==> config.mk <==
export PLATFORM = sky130hd
export DESIGN_NAME = program_memory
export DESIGN_NICKNAME = d
export VERILOG_FILES = /design/src/rtl/program_memory.sv
export SDC_FILE = /design/constraint.sdc
export NUM_CORES = 1
export LEC_CHECK = 0
export CAP_MARGIN = 20
export CORE_MARGIN = 5
export CORE_UTILIZATION = 37
export DETAILED_ROUTE_END_ITERATION = 10
export MAX_ROUTING_LAYER = met4
export PLACE_DENSITY = 0.66
export RECOVER_POWER = 50
export SLEW_MARGIN = 0
export SYNTH_ARGS = -nofsm -noshare
export SYNTH_HDL_FRONTEND = slang
export SYNTH_SLANG_ARGS = --single-unit
==> constraint.sdc <==
create_clock -name clk -period 3.8 [get_ports clk]
set_input_delay 0.76 -clock clk [delete_from_list [all_inputs] [get_ports clk]]
set_output_delay 0.76 -clock clk [all_outputs]
set_load 0.01 [all_outputs]
==> src/rtl/program_memory.sv <==
// Loadable instruction store: a streaming load port fills the array, and a
// one-cycle-latency fetch port returns NOP_WORD for addresses past prog_len.
module program_memory #(
  parameter int                    DATA_WIDTH = 4,
  parameter int                    ADDR_WIDTH = 4,
  parameter logic [DATA_WIDTH-1:0] NOP_WORD   = DATA_WIDTH'(4'b0111)
) (
  input  logic                  clk,
  input  logic                  reset,
  input  logic                  load_start,
  input  logic                  load_valid,
  input  logic [DATA_WIDTH-1:0] load_data,
  input  logic                  load_last,
  output logic                  load_ready,
  output logic                  load_busy,
  input  logic                  fetch_req,
  input  logic [ADDR_WIDTH-1:0] fetch_addr,
  output logic                  fetch_valid,
  output logic [DATA_WIDTH-1:0] fetch_data,
  output logic [ADDR_WIDTH:0]   prog_len
);

  localparam int                DEPTH    = 2 ** ADDR_WIDTH;
  localparam logic [ADDR_WIDTH:0] LAST_IDX = (ADDR_WIDTH + 1)'(DEPTH - 1);
  localparam logic [ADDR_WIDTH:0] LEN_ONE  = (ADDR_WIDTH + 1)'(1);

  typedef enum logic {IDLE, LOAD} state_t;

  state_t                  state_q, state_d;
  logic [ADDR_WIDTH:0]     prog_len_q, prog_len_d;
  logic                    load_ready_q, load_ready_d;
  logic                    fetch_valid_q, fetch_valid_d;
  logic [DATA_WIDTH-1:0]   fetch_data_q, fetch_data_d;
  logic                    accept;
  logic                    fetch_hit;

  logic [DATA_WIDTH-1:0]   mem [DEPTH];

  // prog_len doubles as the write pointer: both restart at 0 and advance together.
  assign accept    = (state_q == LOAD) && load_valid && load_ready_q;
  assign fetch_hit = ({1'b0, fetch_addr} < prog_len_q);

  always_comb begin
    state_d       = state_q;
    prog_len_d    = prog_len_q;
    fetch_valid_d = 1'b0;
    fetch_data_d  = fetch_data_q;
    case (state_q)
      IDLE: begin
        if (fetch_req) begin
          fetch_valid_d = 1'b1;
          fetch_data_d  = fetch_hit ? mem[fetch_addr] : NOP_WORD;
        end
        if (load_start) begin
          state_d    = LOAD;
          prog_len_d = '0;
        end
      end
      LOAD: begin
        if (accept) begin
          prog_len_d = prog_len_q + LEN_ONE;
          if (load_last || (prog_len_q == LAST_IDX)) begin
            state_d = IDLE;
          end
        end
      end
      default: state_d = IDLE;
    endcase
    load_ready_d = (state_d == LOAD);
  end

  always_ff @(posedge clk or posedge reset) begin
    if (reset) begin
      state_q       <= IDLE;
      prog_len_q    <= '0;
      load_ready_q  <= 1'b0;
      fetch_valid_q <= 1'b0;
      fetch_data_q  <= NOP_WORD;
    end else begin
      state_q       <= state_d;
      prog_len_q    <= prog_len_d;
      load_ready_q  <= load_ready_d;
      fetch_valid_q <= fetch_valid_d;
      fetch_data_q  <= fetch_data_d;
    end
  end

  // Array contents survive reset; prog_len = 0 alone masks them as NOPs.
  always_ff @(posedge clk) begin
    if (accept) begin
      mem[prog_len_q[ADDR_WIDTH-1:0]] <= load_data;
    end
  end

  assign load_ready  = load_ready_q;
  assign load_busy   = (state_q == LOAD);
  assign fetch_valid = fetch_valid_q;
  assign fetch_data  = fetch_data_q;
  assign prog_len    = prog_len_q;

endmodule

Word-level counts from Yosys, hierarchy flattened
Memory sizes are Yosys's and may differ from the RTL's.
Index checks and enable logic that the tools add are counted.

word-level totals
  register bits after elaboration = 11
  memory bits (writable) = 64
  input bits = 14
  output and inout port bits = 12
  logic and storage cells = 28
  memories kept = 1

memory list
  memory  words  bits a word  read ports  clocked after memory_dff  write ports  RTL line  RTL
  mem     16     4            1           0                         1            37        logic [DATA_WIDTH-1:0] mem [DEPTH];

operators by class
  add/subtract/negate cells = 1
  $lt $le $gt $ge = 1
  equal/unequal tests = 3
  mux-type cells = 12
  bitwise operators = 1
  reduce and logical (&&, ||, !) cells = 5

operators with widths
  cell                                                                   number
  5-bit 2-to-1 mux                                                       2
  5-bit one-hot mux with 2 select lines                                  1
  1-bit 2-to-1 mux                                                       7
  5-bit by 1-bit adder with 5-bit output, second input constant          1
  5-bit by 4-bit equality test with 1-bit output, second input constant  1
  4-bit by 5-bit less-than comparator with 1-bit output                  1
  4-bit 2-to-1 mux                                                       1
  2-bit AND reduction                                                    2
  1-bit logical AND                                                      2
  2-bit by 1-bit != test with 1-bit output, second input constant        1
  2-bit != test, second input constant                                   1
  1-bit one-hot mux with 2 select lines                                  1
  1-bit logical OR                                                       1
  1-bit inverter                                                         1

Longest topological paths before layout
Gate-level depths: netlist of the first run.

  depth after elaboration = 5
  mapped depth = 7
  mapped depth without buffers = 6

Worst setup path before layout of the first run
Ideal clock, no wire load.

  kind = input to register
  start = in fetch_addr[0]
  end = reg fetch_data_q[3] (netlist: fetch_data[3])
  setup time = 0.120 ns
  arrival time = 1.988 ns
  required time = 3.680 ns
  slack = 1.692 ns
  stages = 6
  buffers on the path = 2
  cells stage by stage = buf_6 buf_2 mux2i_1 nor2_1 or4_1 a31o_1

between the ends
  cells in the longest elaborated chain, start to end = 2
  elaborated cells on any way between the ends = 3
  classes of those cells = order compare (1); mux (1); memory (1)

ends and longest elaborated chain
  what                                                                                             RTL line  RTL
  start, declared                                                                                  17        input logic [ADDR_WIDTH-1:0] fetch_addr,
  memory read 16 x 4 bit or 4-bit by 5-bit less-than comparator with 1-bit output (tied branches)  -
  4-bit 2-to-1 mux (*)                                                                             52        fetch_data_d = fetch_hit ? mem[fetch_addr] : NOP_WORD;
  end signal, assigned                                                                             84        fetch_data_q <= fetch_data_d;
  end, declared                                                                                    33        logic [DATA_WIDTH-1:0] fetch_data_q, fetch_data_d;

Mark *: on every way between the ends. The rest lies on a longest branch, timed or not.
A chain may end at the register's enable or synchronous reset.

Worst setup path in the final report of the first run
Same ends and word-level chain as after synthesis.

==> run metrics, run 1 <==
global-route congestion overflow total 0; Pwr Density between 500 and 600 nW/um^2; most frequent standard cell in the layout excluding fill and tap cells edfxtp_1; width of the die 103.0 um; worst clock skew on the final layout approximately 0.0066 ns; headroom to the max-slew limit 0.5289; number of antenna violations at the first check in global routing 0; Seq cells post-synth 75; # H-tree levels 3; Clock Sinks 75; post-synth net total approximately 240; cell-internal power approximately 1500 uW; violation count after the first detailed-routing iteration around 160; number of warnings reported in the yosys synthesis log 0; number of buffer and inverter stages on the critical path 2; critical path cell sequence clkdlybuf4s50_1 > buf_4 > mux2i_1 > nor2_1 > or4_1 > a31o_1; Floorplan Core Area about 8600 sq um; final net count between 200 and 300; Vias/cell around 5.3; standby leakage power ~0.0013 uW; vias between 1,500 and 2,000; fraction of power spent switching nets 0.2377; shortest clock period the worst path allows after layout roughly 2.6 ns; count of mapped cells out of synthesis 219; Slew Limit Fails 0; wire length of the first global-routing pass ~11,000 um; Yosys top cell area share 0.6000; Combinational Power Share 0.124; final number of hold-violating endpoints 0; y dimension of the die between 100 and 150 um; maximum clock path buffer count 2; Clock power frac 0.372; endpoints failing setup 0; share of post-route cells with drive strength above 1 0.1383; Setup Crit Path Kind in2reg; sequential group share of total power 0.504; ANT nets after route 0; worst-skew pair later-pin latency 0.34 ns; CP max stage cell clkdlybuf4s50_1; final core utilization 0.4407; most frequent cells in the layout edfxtp_1 (64), nor2_1 (23), clkdlybuf4s50_1 (18), nand2_1 (13), mux2_2 (11); startpoint type of the worst setup path primary input; Syn Area/Cell between 10 and 15 sq um; antenna diode count 0; I/O pins 26; MaxCap Viol Count 0; initial core utilization 0.3727; pin count of the biggest net entering global routing 17; depth of the critical timing path with buffers and inverters included 6; top routing layer in use met4; CTS root buffer clkbuf_8; worst-case vdd ir drop approximately 0.27 mV; Port Buf Inserts 25; WL met1 2978 um; worst-margin pin slew ~0.7 ns; total non-filler cell area in the finished layout ~3800 sq um; wire length per cell after detailed routing 18.39 um; reg2reg path depth 3; post-cts sizing count 0; required time reported for the critical path endpoint 4.04 ns; cell count of the worst hold path 2; Met3 Wirelength 370 um; first-pass iteration count of the detailed router 4; floorplan row count 34; final weighted congestion in routability-driven placement 0.8071; sequential cell area fraction in the yosys report 0.6871; crit share post-route 0.6828; Filler cells a little under 800; area growth from synthesis to layout 18.24%; dominant cell type by area after synthesis edfxtp_1; Total Routed Length between 6000 and 7000 um; count of hold-fix buffers inserted at cts 0; P_sw 462.3 uW; number of buffers created by CTS 9; area post-placement about 3500 sq um; worst stage delay on the critical path 0.80 ns; vias in the first global route 1,942; hold_ws about 0.54 ns; outcome finished clean; Critical Path AT 2.83 ns; most area-consuming cells after synthesis edfxtp_1 (60%), dfrtp_1 (6.3%), mux2_2 (3.9%), ha_1 (3.1%), mux2i_1 (2.8%); crit end category register; Setup Buffers After CTS 0; setup repair after global routing missed its margin false; clock transition at the registers of the reported paths about 0.08 ns; routed length on met2 3172 um; total half-perimeter wirelength after legalization and detailed placement 4643 um; Hold WC Path Type reg2reg; maximum fanout along the worst path 12; Final TNS setup 0 ns; Achievable Freq ~390 MHz; Top Family by Delay on Critical Path buffers and inverters; number of DRC violations after detailed routing 0; CTS tree yes; Syn Std Cell Area roughly 3200 sq um; GRT Resource Usage Total 0.1418; Die Area 10,620 sq um; count of unique library cells instantiated by Yosys 33
[per-stage QoR]
step                std cells  worst slack, ns  power (uW)
floorplan                 219            1.692        1127
global placement          345           0.8592        1234
CTS                       361            1.198        1963
detailed placement        345           0.8075        1241
global route              361            1.122        2038
finish                    361            1.205        1945
[worst register-to-register path, stage by stage (launching register included)]
cell and delay (ns):
dfrtp_1 0.53, and2_1 0.27, nand2_1 0.19, nor3_1 0.59
[layer usage]
layer  vias to the layer above  global-route usage
li1                        889                   -
met4                         0             0.07171
met3                        14             0.02503
met5                         -                   -
met2                        66              0.2131
met1                       942              0.1847
[logic make-up after synthesis]
family	Yosys count	share of synthesized area
buf+inv	16	0.02539
compound gates	31	0.06016
mux	27	0.1020
simple gates	62	0.09415
fa+ha+maj	8	0.03125
flops	75	0.6871
[final timing paths]
path / slack [ns] / startpoint / endpoint
min: 0.54 / prog_len[4] / prog_len[4]
min in group asynchronous: 0.86 / reset / load_ready
max: 1.21 / fetch_addr[0] / fetch_data[3]
max reg2reg: 1.84 / load_ready / mem[3][1]
max in group asynchronous: 2.58 / reset / fetch_data[0]
min reg2reg: 0.54 / prog_len[4] / prog_len[4]
[state kept, by name, summed over array words and instances (netlist names)]
register,flops
fetch_valid,1
prog_len,5
fetch_data,4
load_ready,1
mem,64
[area by class of cell]
cell class                      instances  area (sq um)  share of cell area
Sequential cell                        75          2201              0.5811
Timing Repair Buffer                   27         265.3             0.07004
Inverter                                7         26.28            0.006938
Multi-Input combinational cell        128         920.9              0.2431
Tap cell                              108         135.1             0.03568
Clock buffer                            9         123.9             0.03271
Clock inverter                          7         115.1             0.03039
[synth_stat cells, drive strengths merged]
library cell  number
edfxtp            64
nor2              23
mux2              15
nand2             13
o21ai             10
mux2i              9
o22ai              9
dfrtp              8
ha                 8
nor2b              8
inv                7
or4                7
buf                5
clkbuf             4
nor3               4
a211oi             3
dfstp              3
mux4               3
o211ai             3
a21oi              2
nand2b             2
a21boi             1
a22o               1
a31o               1
a31oi              1
and2               1
and3               1
nand4              1
or2                1
or3                1
[power by group through the flow]
| stage | sequential (uW) | combinational (uW) | clock (uW) |
|---|---|---|---|
| final | 981 | 241 | 724 |
| after floorplan | 988 | 139 | 0 |
| after global placement | 997 | 237 | 0 |
| after CTS | 980 | 244 | 739 |
| after detailed placement | 999 | 242 | 0 |
| after global routing | 987 | 267 | 784 |
(Power assumes the default switching activity.)
==> inputs of run 2 (changes only) <==
- clock period: 3.8 -> 2.6 ns (I/O delays scaled with it)
==> run metrics, run 2 (synthesis gave the netlist of run 1 again) <==
y dimension of the die between 100 and 150 um; pin count of the biggest net entering global routing 34; width of the die a little over 100 um; critical path cell sequence clkdlybuf4s50_1 > buf_12 > mux2i_1 > o22ai_1 > or4_1 > a31o_1; number of antenna violations at the first check in global routing 0; most frequent standard cell in the layout excluding fill and tap cells edfxtp_1; number of buffers created by CTS 9; P_sw roughly 640 uW; final weighted congestion in routability-driven placement 0.7957; wire length of the first global-routing pass between 10,000 and 15,000 um; share of post-route cells with drive strength above 1 0.1440; ANT nets after route 0; Setup Buffers After CTS 0; number of DRC violations after detailed routing 0; Clock power frac 0.322; standby leakage power approximately 0.0013 uW; violation count after the first detailed-routing iteration a little under 100; outcome finished clean; Pwr Density 702.8 nW/um^2; worst-case vdd ir drop about 0.34 mV; CP max stage cell clkdlybuf4s50_1; fraction of power spent switching nets 0.2424; first-pass iteration count of the detailed router 4; CTS tree yes; Setup Crit Path Kind in2reg; Floorplan Core Area 8593 sq um; crit end category register; area growth from synthesis to layout 18.01%; antenna diode count 0; Total Routed Length around 6600 um; I/O pins 26; sequential group share of total power 0.540; Slew Limit Fails 0; initial core utilization 0.3727; global-route congestion overflow total 0; Hold WC Path Type reg2reg; crit share post-route 0.8017; maximum clock path buffer count 2; most frequent cells in the layout edfxtp_1 (64), nor2_1 (23), clkdlybuf4s50_1 (18), nand2_1 (13), mux2_2 (11); total half-perimeter wirelength after legalization and detailed placement roughly 4600 um; shortest clock period the worst path allows after layout roughly 2.1 ns; cell-internal power about 2000 uW; wire length per cell after detailed routing about 18 um; # H-tree levels 3; worst clock skew on the final layout roughly 0.0095 ns; max reg flops 64; Combinational Power Share 0.138; count of hold-fix buffers inserted at cts 0; Achievable Freq around 480 MHz; worst-skew pair later-pin latency around 0.34 ns; Die Area ~11,000 sq um; vias in the first global route roughly 2,000; final net count between 200 and 300; Port Buf Inserts 25; MaxCap Viol Count 0; floorplan row count 34; Clock Sinks 75; CTS root buffer clkbuf_8; headroom to the max-slew limit 0.5757; worst stage delay on the critical path 0.51 ns; GRT Resource Usage Total 0.1443; Filler cells 792; setup repair after global routing missed its margin false; Critical Path AT 2.32 ns; clock transition at the registers of the reported paths about 0.070 ns; maximum fanout along the worst path 33; post-cts sizing count 0; Final TNS setup 0 ns; final number of hold-violating endpoints 0; cell count after placement approximately 350; vias roughly 1,900; count of placed standard cells in the final layout, fillers left out 365; required time reported for the critical path endpoint ~2.8 ns; startpoint type of the worst setup path primary input; worst-margin pin slew around 0.63 ns; endpoints failing setup 0; Vias/cell between 5 and 6
run 2: final cells by class:
class,count,area [sq um],share of cell area
inverters,7,26.28,0.006951
clock buffers,13,148.9,0.03939
well taps,108,135.1,0.03575
clock inverters,3,40.04,0.01059
multi-input cells,128,920.9,0.2436
flip-flops and latches,75,2201,0.5823
repair buffers,31,307.8,0.08143
run 2: final timing paths:
kind                       slack, ns            end     startpoint  cells past startpoint
max in group asynchronous       1.65  fetch_data[2]          reset                      2
min                             0.54    prog_len[4]    prog_len[4]                      2
max                             0.52  fetch_data[3]  fetch_addr[0]                      6
max reg2reg                     0.77  fetch_data[0]     load_ready                      4
min reg2reg                     0.54    prog_len[4]    prog_len[4]                      2
min in group asynchronous       0.62  fetch_data[3]          reset                      2
run 2: metal layers:
layer | share of wire | GRT usage
met1 | 0.45 | 0.1791
met2 | 0.50 | 0.2250
met3 | 0.029 | 0.03248
met4 | 0.020 | 0.06673
met5 | 0 | -
run 2: critical path, delay by kind of cell:
| kind | cells | cell delay (ns) |
|---|---|---|
| AO/OA/AOI/OAI | 2 | 0.32 |
| multiplexers | 1 | 0.22 |
| buffers and inverters | 2 | 0.73 |
| AND/OR/NAND/NOR | 1 | 0.51 |
run 2: power groups by stage:
stage          clock network (uW)  logic (uW)  registers (uW)
2_1_floorplan                   0         203            1440
3_3_place_gp                    0         364            1460
3_5_place_dp                    0         369            1460
4_1_cts                       880         375            1430
5_1_grt                       937         405            1440
6_report                      855         367            1430
run 2: metrics by stage:
stage	utilization	cell area [sq um]	setup slack, ns	hold WS (ns)	power, uW
global route	0.4399	3780	0.4222	0.5778	2786
global placement	0.4179	3591	0.2020	0.5293	1820
floorplan	-	3203	0.7319	0.3703	1647
finish	0.4399	3780	0.5156	0.5407	2657
CTS	0.4399	3780	0.5196	0.4766	2688
detailed placement	0.4179	3591	0.1522	0.5348	1828
